## src/rtl/mem_port_arbiter.sv

```systemverilog
// rtl/mem_port_arbiter.sv - IF/MEM arbiter for the single unified memory port
//
// Purpose: grants one of two requesters (instruction fetch, data memory) to the
// memory port, keeps at most one transaction outstanding, registers responses
// and exports per-stage stalls. Data requests win unless fetch has been passed
// over STARVE_LIMIT times in a row.
//
// Ports:
//   clk, reset_n                      clock, async active-low reset
//   if_req/if_addr -> if_rdata/if_done     fetch request and registered response
//   dm_req/dm_we/dm_addr/dm_wdata/dm_be -> dm_rdata/dm_done   data request/response
//   mem_valid/mem_ready, mem_we/addr/wdata/be   request toward memory
//   mem_rvalid/mem_rdata              response from memory (all transaction types)
//   stall_if, stall_mem               req held and not yet done
module mem_port_arbiter #(
  parameter int ADDR_WIDTH   = 32,
  parameter int DATA_WIDTH   = 32,
  parameter int STARVE_LIMIT = 4
) (
  input  logic                    clk,
  input  logic                    reset_n,
  input  logic                    if_req,
  input  logic [ADDR_WIDTH-1:0]   if_addr,
  output logic [DATA_WIDTH-1:0]   if_rdata,
  output logic                    if_done,
  input  logic                    dm_req,
  input  logic                    dm_we,
  input  logic [ADDR_WIDTH-1:0]   dm_addr,
  input  logic [DATA_WIDTH-1:0]   dm_wdata,
  input  logic [DATA_WIDTH/8-1:0] dm_be,
  output logic [DATA_WIDTH-1:0]   dm_rdata,
  output logic                    dm_done,
  output logic                    mem_valid,
  input  logic                    mem_ready,
  output logic                    mem_we,
  output logic [ADDR_WIDTH-1:0]   mem_addr,
  output logic [DATA_WIDTH-1:0]   mem_wdata,
  output logic [DATA_WIDTH/8-1:0] mem_be,
  input  logic                    mem_rvalid,
  input  logic [DATA_WIDTH-1:0]   mem_rdata,
  output logic                    stall_if,
  output logic                    stall_mem
);

  localparam int BE_W = DATA_WIDTH / 8;
  localparam int CW   = $clog2(STARVE_LIMIT + 1);

  localparam logic [1:0] S_IDLE  = 2'd0;
  localparam logic [1:0] S_ISSUE = 2'd1;
  localparam logic [1:0] S_WAIT  = 2'd2;
  localparam logic [1:0] S_RESP  = 2'd3;

  localparam logic OWN_DM = 1'b0;
  localparam logic OWN_IF = 1'b1;

  localparam logic [CW-1:0] STARVE_MAX = CW'(STARVE_LIMIT);

  logic [1:0]            state_q, state_d;
  logic                  owner_q, owner_d;
  logic [CW-1:0]         starve_q, starve_d;
  logic                  mem_we_q, mem_we_d;
  logic [ADDR_WIDTH-1:0] mem_addr_q, mem_addr_d;
  logic [DATA_WIDTH-1:0] mem_wdata_q, mem_wdata_d;
  logic [BE_W-1:0]       mem_be_q, mem_be_d;
  logic [DATA_WIDTH-1:0] if_rdata_q, if_rdata_d;
  logic [DATA_WIDTH-1:0] dm_rdata_q, dm_rdata_d;
  logic                  if_done_q, if_done_d;
  logic                  dm_done_q, dm_done_d;
  logic                  grant_if;

  always_comb begin
    state_d     = state_q;
    owner_d     = owner_q;
    starve_d    = starve_q;
    mem_we_d    = mem_we_q;
    mem_addr_d  = mem_addr_q;
    mem_wdata_d = mem_wdata_q;
    mem_be_d    = mem_be_q;
    if_rdata_d  = if_rdata_q;
    dm_rdata_d  = dm_rdata_q;
    if_done_d   = 1'b0;
    dm_done_d   = 1'b0;
    grant_if    = 1'b0;

    case (state_q)
      S_IDLE: begin
        if (if_req || dm_req) begin
          // Fetch wins only when alone or when it has been starved long enough.
          grant_if = if_req && (!dm_req || (starve_q == STARVE_MAX));
          state_d  = S_ISSUE;
          if (grant_if) begin
            owner_d     = OWN_IF;
            mem_we_d    = 1'b0;
            mem_addr_d  = if_addr;
            mem_wdata_d = '0;
            mem_be_d    = '0;
            starve_d    = '0;
          end else begin
            owner_d     = OWN_DM;
            mem_we_d    = dm_we;
            mem_addr_d  = dm_addr;
            mem_wdata_d = dm_wdata;
            mem_be_d    = dm_be;
            if (if_req && (starve_q != STARVE_MAX)) begin
              starve_d = starve_q + CW'(1);
            end
          end
        end
      end
      S_ISSUE: begin
        if (mem_ready) begin
          state_d = S_WAIT;
        end
      end
      S_WAIT: begin
        if (mem_rvalid) begin
          state_d = S_RESP;
          if (owner_q == OWN_IF) begin
            if_rdata_d = mem_rdata;
            if_done_d  = 1'b1;
          end else begin
            // Store acks carry no data worth keeping.
            if (!mem_we_q) begin
              dm_rdata_d = mem_rdata;
            end
            dm_done_d = 1'b1;
          end
        end
      end
      // RESP ignores the request lines so a req still high here is not regranted.
      S_RESP:  state_d = S_IDLE;
      default: state_d = S_IDLE;
    endcase
  end

  always_ff @(posedge clk or negedge reset_n) begin
    if (!reset_n) begin
      state_q     <= S_IDLE;
      owner_q     <= OWN_DM;
      starve_q    <= '0;
      mem_we_q    <= 1'b0;
      mem_addr_q  <= '0;
      mem_wdata_q <= '0;
      mem_be_q    <= '0;
      if_rdata_q  <= '0;
      dm_rdata_q  <= '0;
      if_done_q   <= 1'b0;
      dm_done_q   <= 1'b0;
    end else begin
      state_q     <= state_d;
      owner_q     <= owner_d;
      starve_q    <= starve_d;
      mem_we_q    <= mem_we_d;
      mem_addr_q  <= mem_addr_d;
      mem_wdata_q <= mem_wdata_d;
      mem_be_q    <= mem_be_d;
      if_rdata_q  <= if_rdata_d;
      dm_rdata_q  <= dm_rdata_d;
      if_done_q   <= if_done_d;
      dm_done_q   <= dm_done_d;
    end
  end

  assign mem_valid = (state_q == S_ISSUE);
  assign mem_we    = mem_we_q;
  assign mem_addr  = mem_addr_q;
  assign mem_wdata = mem_wdata_q;
  assign mem_be    = mem_be_q;
  assign if_rdata  = if_rdata_q;
  assign dm_rdata  = dm_rdata_q;
  assign if_done   = if_done_q;
  assign dm_done   = dm_done_q;
  assign stall_if  = if_req & ~if_done_q;
  assign stall_mem = dm_req & ~dm_done_q;

endmodule

```

## config.mk

```make
export PLATFORM = sky130hd
export DESIGN_NAME = mem_port_arbiter
export DESIGN_NICKNAME = d
export VERILOG_FILES = /design/src/rtl/mem_port_arbiter.sv
export SDC_FILE = /design/constraint.sdc
export NUM_CORES = 1
export LEC_CHECK = 0
export ABC_AREA = 1
export CAP_MARGIN = 5
export CORE_MARGIN = 2
export CORE_UTILIZATION = 25
export DETAILED_ROUTE_END_ITERATION = 8
export DONT_BUFFER_PORTS = 1
export PLACE_DENSITY = 0.42
export SLEW_MARGIN = 20
export SYNTH_ARGS = -nofsm -noshare
export SYNTH_HDL_FRONTEND = slang
export SYNTH_SLANG_ARGS = --single-unit
```

## constraint.sdc

```tcl
create_clock -name clk -period 1.92 [get_ports clk]
set_input_delay 0.576 -clock clk [delete_from_list [all_inputs] [get_ports clk]]
set_output_delay 0.576 -clock clk [all_outputs]
set_load 0.02 [all_outputs]
```

==> flow_summary.ini <==
[sta]
worst_slew_pin_slew_ps = 582
timing.setup.tns_ps = 0
slew_headroom_pct = 61.2
setup_viol = 0
finalMaxSlewViolations = 0
fin_crit_ps = 1860
timing.fmax_mhz = 538
skew_ps = 10.9
whs_ps = -148
fin_crit_sh_pct = 96.9
hold_viol_final = 141
rsz0062_at_grt = false

[worst_setup_path]
crit_path_cell_trace = inv_1 > ha_1
critical_path_class = reg2out
cp_num_buf_inv = 1
crit_path_end_kind = primary output
max_stage_delay_ps = 400
critPathMaxFanout = 3
cpLargestDelayFamily = flip-flops
slowest_stage = dfrtp_1
arrival_ps = 1280
required_ps = 1340
start_kind = register

[clocking]
clk_pin_slew_ps = 70
cts_tree = yes
root_buffer = clkbuf_16
cts_sinks = 141
clock_path_buffers = 2
worstSkewPairLatency_ps = 420
cts_inserted_buffers = 17
postCtsSetupBuffers = 0
cts_max_level = 4

[yosys]
ys_seq_area_share_pct = 58.3
synth_area_sq_mm = 0.00605
async_flop_share_pct = 100
synth-edff-count = 0
synth.distinct_cells = 17
syn_inst = 726
yosys_warnings = 0
synth_seq_cells = 141
synthFlopType = dfrtp_1
avgSynthCellArea_sq_um = 8.34
syn_nets = 870

[grt]
gr-total-overflow = 0
grt_pass1_wl_mm = 26.5
grt_max_degree = 142
grtUsageTotal_pct = 13.3
antenna_found_initial = 0
grt_pass1_vias = 4555

[power_and_ir_drop]
p_leak_uw = 0.00379
powerDensity_mw_per_mm2 = 1830
p_int_uw = 7090
pwr-share-seq_pct = 54.2
power.share.switching_pct = 44.6
clock_power_share_pct = 26.1
switching_power_uw = 5700
peakVddDrop_uv = 605
p_comb_share_pct = 19.8

[routing]
via_count = 4500
drt-initial-drc-count = 372
wl_mm = 16.7
routedWlPerCell_microns = 16.0
viasPerCell = 4.30
dr.pass1.iters = 4
drc = 0
ant_nets = 0

[layout]
diodes = 0
postLayoutCellArea_sq_mm = 0.00699
final_nets = 858
area_delta_synth_final_pct = 15.4
num-fill-cells = 2560
drive_above_1_share_pct = 6.74

[placement]
io_buffer_count = 0
dpl_cell_area_sq_mm = 0.00639
post-dp-hpwl_mm = 11.2
place_congestion = 0.757

[worst_hold_path]
min_path_type = in2async

[floorplan]
die_width_microns = 160
die_h_microns = 160
start_util_pct = 25.6
rows = 56
core_sq_mm = 0.0236
pin_count = 277
die_area_sq_mm = 0.0255

[outcome]
outcome = finished with violations
violations = hold timing

[flow_run]
drv_cap = 0
kinds of logic (layout without fill, tap and decap cells):
group,count (synthesis),after routing,synth area share (%)
AOI/OAI and AO/OA,70,70,6.01
xor gates and xnor gates,1,1,0.145
adders and majority gates,5,5,1.03
buffers and inverters,151,152,9.98
DFF,141,141,58.3
and+or+nand+nor,358,358,24.6
power groups by stage:
stage	Combinational, uW	Sequential, uW	Clock [uW]
2_1_floorplan	2060	6570	0
3_3_place_gp	2540	7040	0
3_5_place_dp	2590	6990	0
4_1_cts	2590	6970	3470
5_1_grt	3040	7070	3590
6_report	2530	6930	3330
final timing paths:
check / from / to / slack (ps) / cells after the start
min in group clk: dm_wdata[19] / mem_wdata[19] / 290 / 2
setup / recovery: state_q[1] / mem_valid / 60 / 2
setup reg to reg: state_q[0] / dm_rdata[22] / 260 / 7
hold / removal: reset_n / mem_addr[28] / -150 / 0
max in group asynchronous: reset_n / mem_wdata[18] / 1860 / 0
hold reg to reg: owner_q / dm_done / 500 / 1
per-layer routing:
layer	wire length, microns	part of all wire, %	track usage [%]
met5	0	0	0
met4	396	2.4	5.17
met3	1230	7.4	5.04
met2	8010	48	21.2
met1	7070	42	16.2
final cells by class:
type / instances / area (sq um) / area share, %
sequential: 141 / 3530 / 50.5
multi-input combinational: 434 / 1930 / 27.6
clock buffer: 17 / 425 / 6.09
inverter: 110 / 413 / 5.91
tap: 319 / 399 / 5.71
clock inverter: 15 / 170 / 2.44
timing repair buffer: 10 / 125 / 1.79
registers in the layout, summed over array words and instances (netlist names):
name       flops
dm_rdata      32
if_rdata      32
owner_q        1
starve_q       3
state_q        2
mem_be         4
mem_wdata     32
if_done        1
mem_addr      32
dm_done        1
mem_we         1
per-stage QoR:
stage               instances  worst slack, ps  util [%]  power (uW)
floorplan                 726              237         -        8620
global placement         1014              330      27.1        9580
detailed placement       1014              241      27.1        9590
CTS                      1046             28.7      29.6       13000
global route             1046             7.95      29.6       13700
finish                   1046             60.0      29.6       12800
synth_stat cells, types with 2 or more instances:
master	n	area [sq um]
nand2_2	2	12.5
o21ai_1	2	10.0
clkbuf_1	11	41.3
buf_2	30	150
nand3_1	106	531
ha_1	5	62.6
o21ai_0	66	330
dfrtp_1	141	3530
inv_1	109	409
nand2_1	245	920
nor2_1	3	11.3
timing repair:
action                                 4_1_cts  5_1_grt
resized for setup                            1        0
setup endpoints to repair                    1        0
endpoints found under the hold margin      141      141
cells in the final DEF, fill, tap and decap left out, drive strengths merged, types with 2 or more instances in the layout:
| cell | count |
|---|---|
| buf | 10 |
| clkbuf | 17 |
| clkinv | 4 |
| clkinvlp | 2 |
| dfrtp | 141 |
| ha | 5 |
| inv | 118 |
| nand2 | 247 |
| nand3 | 106 |
| nor2 | 4 |
| o21ai | 69 |
Note: power is estimated with default switching activity, not from simulation.
